`config.mk`:
```
export PLATFORM = sky130hd
export DESIGN_NAME = bus_arbiter_rr
export DESIGN_NICKNAME = d
export VERILOG_FILES = /design/src/rtl/bus_arbiter_rr.sv
export SDC_FILE = /design/constraint.sdc
export NUM_CORES = 1
export LEC_CHECK = 0
export ABC_AREA = 1
export CORE_AREA = 2 2 303 305
export CTS_CLUSTER_SIZE = 10
export DETAILED_ROUTE_END_ITERATION = 10
export DIE_AREA = 0 0 305 307
export GPL_ROUTABILITY_DRIVEN = 0
export GPL_TIMING_DRIVEN = 0
export PLACE_DENSITY_LB_ADDON = 0.05
export SYNTH_ARGS = -nofsm -noshare
export SYNTH_HDL_FRONTEND = slang
export SYNTH_SLANG_ARGS = --single-unit
export TNS_END_PERCENT = 1
```
`constraint.sdc`:
```
create_clock -name clk -period 5.55 [get_ports clk]
set_clock_uncertainty 0.05 [all_clocks]
set_input_delay 1.11 -clock clk [delete_from_list [all_inputs] [get_ports clk]]
set_output_delay 1.11 -clock clk [all_outputs]
set_load 0.02 [all_outputs]
```
`src/rtl/bus_arbiter_rr.sv`:
```
// rtl/bus_arbiter_rr.sv - round-robin snoop-bus arbiter for NUM_CORES L1 caches
//
// Grants the shared snoop bus to one core at a time. Then it broadcasts the
// winner's transaction to every other core, returns the OR of the other
// cores' snoop hits to the winner, and forwards the winner's request to L2.
//
// Optional feature macro: ARB_TIMEOUT_EN
//   When defined, an owner that keeps requesting is forced to re-arbitrate
//   after MAX_HOLD consecutive grant cycles. When undefined, the owner keeps
//   the bus until its own request falls, and MAX_HOLD has no effect.
//
// Ports:
//   clk                system clock, rising edge
//   reset              synchronous, active-low reset
//   req_core           per-core bus request (level)
//   bus_data_in        per-core bus data, core i at slice i
//   bus_address_in     per-core bus address
//   bus_operation_in   per-core bus operation (2'b00 = no-op)
//   opcode_in          per-core instruction opcode
//   data_to_L2_in      per-core store/writeback data
//   cache_hit_in       per-core snoop hit
//   grant              registered one-hot grant, zero when idle
//   stall              req_core & ~grant
//   bus_data_out       snoop broadcast data (zero on the owner's slice)
//   bus_address_out    snoop broadcast address
//   bus_operation_out  snoop broadcast operation
//   cache_hit_out      aggregated snoop hit, on the owner's bit only
//   address_to_L2      owner address
//   opcode_out         owner opcode
//   data_to_L2_out     owner store data, only for store opcodes

module bus_arbiter_rr #(
  parameter int NUM_CORES = 4,
  parameter int DATA_W    = 32,
  parameter int ADDR_W    = 32,
  parameter int MAX_HOLD  = 16
) (
  input  logic                        clk,
  input  logic                        reset,
  input  logic [NUM_CORES-1:0]        req_core,
  input  logic [NUM_CORES*DATA_W-1:0] bus_data_in,
  input  logic [NUM_CORES*ADDR_W-1:0] bus_address_in,
  input  logic [NUM_CORES*2-1:0]      bus_operation_in,
  input  logic [NUM_CORES*7-1:0]      opcode_in,
  input  logic [NUM_CORES*DATA_W-1:0] data_to_L2_in,
  input  logic [NUM_CORES-1:0]        cache_hit_in,
  output logic [NUM_CORES-1:0]        grant,
  output logic [NUM_CORES-1:0]        stall,
  output logic [NUM_CORES*DATA_W-1:0] bus_data_out,
  output logic [NUM_CORES*ADDR_W-1:0] bus_address_out,
  output logic [NUM_CORES*2-1:0]      bus_operation_out,
  output logic [NUM_CORES-1:0]        cache_hit_out,
  output logic [ADDR_W-1:0]           address_to_L2,
  output logic [6:0]                  opcode_out,
  output logic [DATA_W-1:0]           data_to_L2_out
);

  localparam int PTR_W = $clog2(NUM_CORES);
  localparam logic [6:0] OP_STORE = 7'b0100011;

  if (NUM_CORES < 2 || MAX_HOLD < 2) begin : g_bad_params
    $error("bus_arbiter_rr: NUM_CORES and MAX_HOLD must both be >= 2");
  end

  typedef enum logic {IDLE, BUSY} state_t;

  state_t           state;
  logic [PTR_W-1:0] owner;
  logic [PTR_W-1:0] rr_ptr;
  logic             timeout;

`ifdef ARB_TIMEOUT_EN
  localparam int HOLD_W = $clog2(MAX_HOLD);
  localparam logic [HOLD_W-1:0] HOLD_LAST = HOLD_W'(MAX_HOLD - 1);
  logic [HOLD_W-1:0] hold_cnt;
  assign timeout = (hold_cnt == HOLD_LAST);
`else
  assign timeout = 1'b0;
`endif

  // Round-robin search starting at rr_ptr+1. rr_ptr always equals the
  // current owner while BUSY, so the owner is examined last. This single
  // search therefore serves idle grants, handovers and timeout re-arbitration
  // (a lone requesting owner re-wins).
  logic             pick_found;
  logic [PTR_W-1:0] pick_idx;

  always_comb begin
    pick_found = 1'b0;
    pick_idx   = '0;
    for (int k = 1; k <= NUM_CORES; k++) begin
      int j;
      j = int'(rr_ptr) + k;
      if (j >= NUM_CORES) j = j - NUM_CORES;
      if (!pick_found && req_core[j]) begin
        pick_found = 1'b1;
        pick_idx   = PTR_W'(j);
      end
    end
  end

  logic owner_req;
  assign owner_req = req_core[owner];

  always_ff @(posedge clk) begin
    if (!reset) begin
      state    <= IDLE;
      grant    <= '0;
      owner    <= '0;
      rr_ptr   <= PTR_W'(NUM_CORES - 1);
`ifdef ARB_TIMEOUT_EN
      hold_cnt <= '0;
`endif
    end else begin
      case (state)
        IDLE: begin
          if (pick_found) begin
            state    <= BUSY;
            owner    <= pick_idx;
            rr_ptr   <= pick_idx;
            grant    <= NUM_CORES'(1) << pick_idx;
`ifdef ARB_TIMEOUT_EN
            hold_cnt <= '0;
`endif
          end
        end
        BUSY: begin
          if (owner_req && !timeout) begin
`ifdef ARB_TIMEOUT_EN
            if (hold_cnt != HOLD_LAST) hold_cnt <= hold_cnt + 1'b1;
`endif
          end else if (pick_found) begin
            // Handover (or timeout re-grant) with no idle bubble.
            owner    <= pick_idx;
            rr_ptr   <= pick_idx;
            grant    <= NUM_CORES'(1) << pick_idx;
`ifdef ARB_TIMEOUT_EN
            hold_cnt <= '0;
`endif
          end else begin
            state <= IDLE;
            grant <= '0;
          end
        end
        default: begin
          state <= IDLE;
          grant <= '0;
        end
      endcase
    end
  end

  // Datapath: purely combinational from the registered owner.
  logic              busy;
  logic [DATA_W-1:0] own_data;
  logic [ADDR_W-1:0] own_addr;
  logic [1:0]        own_op;
  logic [6:0]        own_opcode;
  logic [DATA_W-1:0] own_l2;
  logic              hit_others;

  assign busy       = (state == BUSY);
  assign own_data   = bus_data_in[int'(owner)*DATA_W +: DATA_W];
  assign own_addr   = bus_address_in[int'(owner)*ADDR_W +: ADDR_W];
  assign own_op     = bus_operation_in[int'(owner)*2 +: 2];
  assign own_opcode = opcode_in[int'(owner)*7 +: 7];
  assign own_l2     = data_to_L2_in[int'(owner)*DATA_W +: DATA_W];
  assign hit_others = |(cache_hit_in & ~grant);

  always_comb begin
    bus_data_out      = '0;
    bus_address_out   = '0;
    bus_operation_out = '0;
    for (int i = 0; i < NUM_CORES; i++) begin
      if (busy && !grant[i]) begin
        bus_data_out[i*DATA_W +: DATA_W]    = own_data;
        bus_address_out[i*ADDR_W +: ADDR_W] = own_addr;
        bus_operation_out[i*2 +: 2]         = own_op;
      end
    end
  end

  assign cache_hit_out  = busy ? (grant & {NUM_CORES{hit_others}}) : '0;
  assign address_to_L2  = busy ? own_addr : '0;
  assign opcode_out     = busy ? own_opcode : '0;
  assign data_to_L2_out = (busy && own_opcode == OP_STORE) ? own_l2 : '0;
  assign stall          = req_core & ~grant;

endmodule

```
==> flow_summary_export.csv <==
group,metric,value,unit
outcome,outcome,"finished, final reports clean",
setup_path,crit_path_start_kind,"flop",
die,rows,111,
logic_synthesis,ys_ff_latch,9,
cts,cts_hold_buffers,0,
cts,clock_path_buffers,2,
cts,cts_htree_levels,1,
placement,io_buffers,776,
placement,dp_cells,3137,
cts,cts_resized,0,
routing,via_per_inst,3.51,
logic_synthesis,yosys.area_share.simple,50.1,%
cts,cts_root_buffer,"clkbuf_16",
final_layout,final_cell_area,14900,sq um
die,die-width,305,um
setup_path,crit_required,4.39,ns
pwr,finalPower,7830,uW
pwr,ir_drop,0.000241,V
final_layout,syn_to_final_growth,169,%
logic_synthesis,synthCells,1175,
logic_synthesis,synth_top_family_by_area,"simple AND/OR/NAND/NOR gates",
sta,hold_violations,0,
sta,fin_crit,4.91,ns
logic_synthesis,synthMuxAreaShare,0,%
setup_path,reg2reg_to,"owner[0]$_SDFFE_PN0P_",
hold_path,whs_endpoint,"rr_ptr[1]$_SDFFE_PN1P_",
routing,drcViolationCount,0,
die,die_h,307,um
grt,first_global_vias,11600,
setup_path,r2r_slack,3.51,ns
grt,grt_max_degree,11,
sta,setup_violations,0,
final_layout,fin_nets,2386,
die,die-area,93600,sq um
cts,clock_latency,0.24,ns
setup_path,critPathSlowestCell,"clkbuf_1",
run,maxCapViolations,0,
sta,fmax,0.204,GHz
cts,cts.clk_slew.worst_paths,0.04,ns
logic_synthesis,synth-xor-area-share,0,%
pwr,p_leak,0.00577,uW
logic_synthesis,synthAdderAreaFrac,0,%
die,boundaryPins,777,
hold_path,whs_path_depth,2,
routing,wl_per_cell,23.7,um
setup_path,cpPeakStageDelay,0.87,ns
setup_path,cp_top_family,"buffers and inverters",
placement,dp_hpwl,63800,um
sta,maxSlewHeadroom,25.6,%
pwr,powerDensity,526,nW/um^2
setup_path,timing.critical_path.to_type,"primary output",
grt,grt_util_all_layers,15.0,%
setup_path,crit_arrival,3.75,ns
sta,worst_pin_slew,1.12,ns
grt,antenna_found_initial,13,
die,initial_utilization,6.10,%
cts,post_cts_buffers,0,
final_layout,drive_above_1_share,5.22,%
sta,finalSetupTns,0,ns
grt,grt-ovfl-total,0,
sta,fin_crit_sh,88.4,%
cts,cts_tree,"built",
placement,placed_area,14800,sq um
logic_synthesis,synth-warning-count,0,
setup_path,reg2reg_from,"owner[0]$_SDFFE_PN0P_",
setup_path,crit_buf_inv,4,
setup_path,critPathMaxFanout,10,
routing,routed_wirelength,74500,um
sta,rsz0062_at_grt,"false",
logic_synthesis,syn_nets,1605,
logic_synthesis,syn_area_per_cell,4.71,sq um
cts,clkSinkCount,9,
logic_synthesis,yosysSeqAreaShare,3.26,%
logic_synthesis,synth_area,5530,sq um
cts,cts_made_buffers,3,
logic_synthesis,synth_compound_area_share,33.5,%
hold_path,hold_path.class,"reg2reg",
sta,drv_slew,0,
die,core_area,90700,sq um
final_layout,layout.cells.non_filler,3150,
routing,drt_first_pass_iters,5,
grt,grt_pass1_wl,99000,um
routing,drtIter0Drc,524,
setup_path,ff2ff_path_depth,6,
hold_path,min-delay-start,"rr_ptr[1]$_SDFFE_PN1P_",
routing,drtAntennaViolNets,0,
logic_synthesis,synth_cell_types,31,
setup_path,criticalPathCategory,"reg2out",
setup_path,path_cells,"buf_6, buf_2, clkbuf_1, o21ai_0, o22ai_1, nand2_1, nor2_1, clkdlybuf4s50_1",
routing,routed-via-count,11000,
cell usage in the layout (no fill, tap or decap), types with 2 or more instances in the layout:
cell,count
nand4_1,2
a32o_1,35
nor2_2,4
clkbuf_1,53
o22ai_1,32
inv_1,47
buf_6,9
o22a_1,3
dfxtp_1,9
clkbuf_16,3
diode_2,9
nand3_1,15
nor3_1,3
buf_2,34
buf_1,9
o21ai_1,7
nor2_4,2
clkdlybuf4s50_1,776
buf_4,3
inv_2,5
nand2_1,200
nor2_1,476
o21ai_0,133
a21oi_1,51
nand2_2,6
a21oi_2,30
area by class of cell:
type / instances / area (sq um)
Fill cell: 10500 / 75800
Tap cell: 1186 / 1480
Buffer: 107 / 523
Timing Repair Buffer: 776 / 7770
Multi-Input combinational cell: 1006 / 4620
Inverter: 53 / 204
Sequential cell: 9 / 180
Antenna cell: 9 / 22.5
Clock buffer: 4 / 78.8
report_power, final:
part	switching, uW	internal, uW	total [uW]
Combinational	4700	2890	7590
Clock	33.5	96.2	130
Sequential	17.8	90.9	109
Total	4750	3080	7830
cells by family (layout without fill, tap and decap cells):
| kind of cell | count (synthesis) | after routing |
|---|---|---|
| other | 0 | 9 |
| buffers and inverters | 160 | 940 |
| flip-flops | 9 | 9 |
| AO/OA/AOI/OAI | 295 | 295 |
| AND/OR/NAND/NOR | 711 | 711 |
stage by stage:
stage          util [%]  hold WS, ns  worst slack (ns)
6_report           16.4        0.604             0.642
5_1_grt            16.4        0.672             0.306
4_1_cts            16.4        0.613             0.402
3_5_place_dp       16.3        0.608             0.661
3_3_place_gp       16.3        0.617             0.721
2_1_floorplan         -        0.519              2.16
Yosys cell counts (all sizes together):
master | instances | area share (%)
o211ai | 1 | 0.14
o22ai | 32 | 3.6
a22o | 1 | 0.16
a32o | 35 | 6.3
nand2 | 207 | 14
nand3b | 1 | 0.20
buf | 55 | 5.9
dfxtp | 9 | 3.3
o22a | 3 | 0.48
nand3 | 15 | 1.4
inv | 53 | 3.7
a32oi | 1 | 0.29
clkbuf | 52 | 3.5
a221oi | 1 | 0.48
nor2 | 482 | 33
nor3 | 3 | 0.27
o21ai | 140 | 13
a21oi | 81 | 9.4
nand4 | 3 | 0.61
registers in the layout (all words and copies together) (netlist names):
| signal | count |
|---|---|
| grant | 4 |
| owner | 2 |
| rr_ptr | 2 |
| busy | 1 |
worst max-delay path by stage:
stage | from | end | slack, ns | depth (start not counted)
floorplan | opcode_in[26] | data_to_L2_out[10] | 2.16 | 5
global placement | owner[0]$_SDFFE_PN0P_ | bus_address_out[29] | 0.72 | 8
detailed placement | owner[0]$_SDFFE_PN0P_ | bus_address_out[61] | 0.66 | 8
CTS | owner[0]$_SDFFE_PN0P_ | bus_address_out[61] | 0.40 | 8
global route | owner[0]$_SDFFE_PN0P_ | bus_address_out[29] | 0.31 | 8
finish | owner[0]$_SDFFE_PN0P_ | bus_address_out[29] | 0.64 | 8
worst reg2reg max path: stages (launching register included):
cell and delay (ns):
dfxtp_1 0.32, buf_6 0.16, buf_2 0.38, buf_2 0.39, buf_2 0.40, o21ai_1 0.13, a21oi_1 0.13
layer usage:
layer	wire, um	global-route usage, %
met3	4930	3.62
met5	55	0
met1	29500	17.0
met2	39700	28.9
met4	356	1.29
Note: power is estimated with default switching activity, not from simulation.
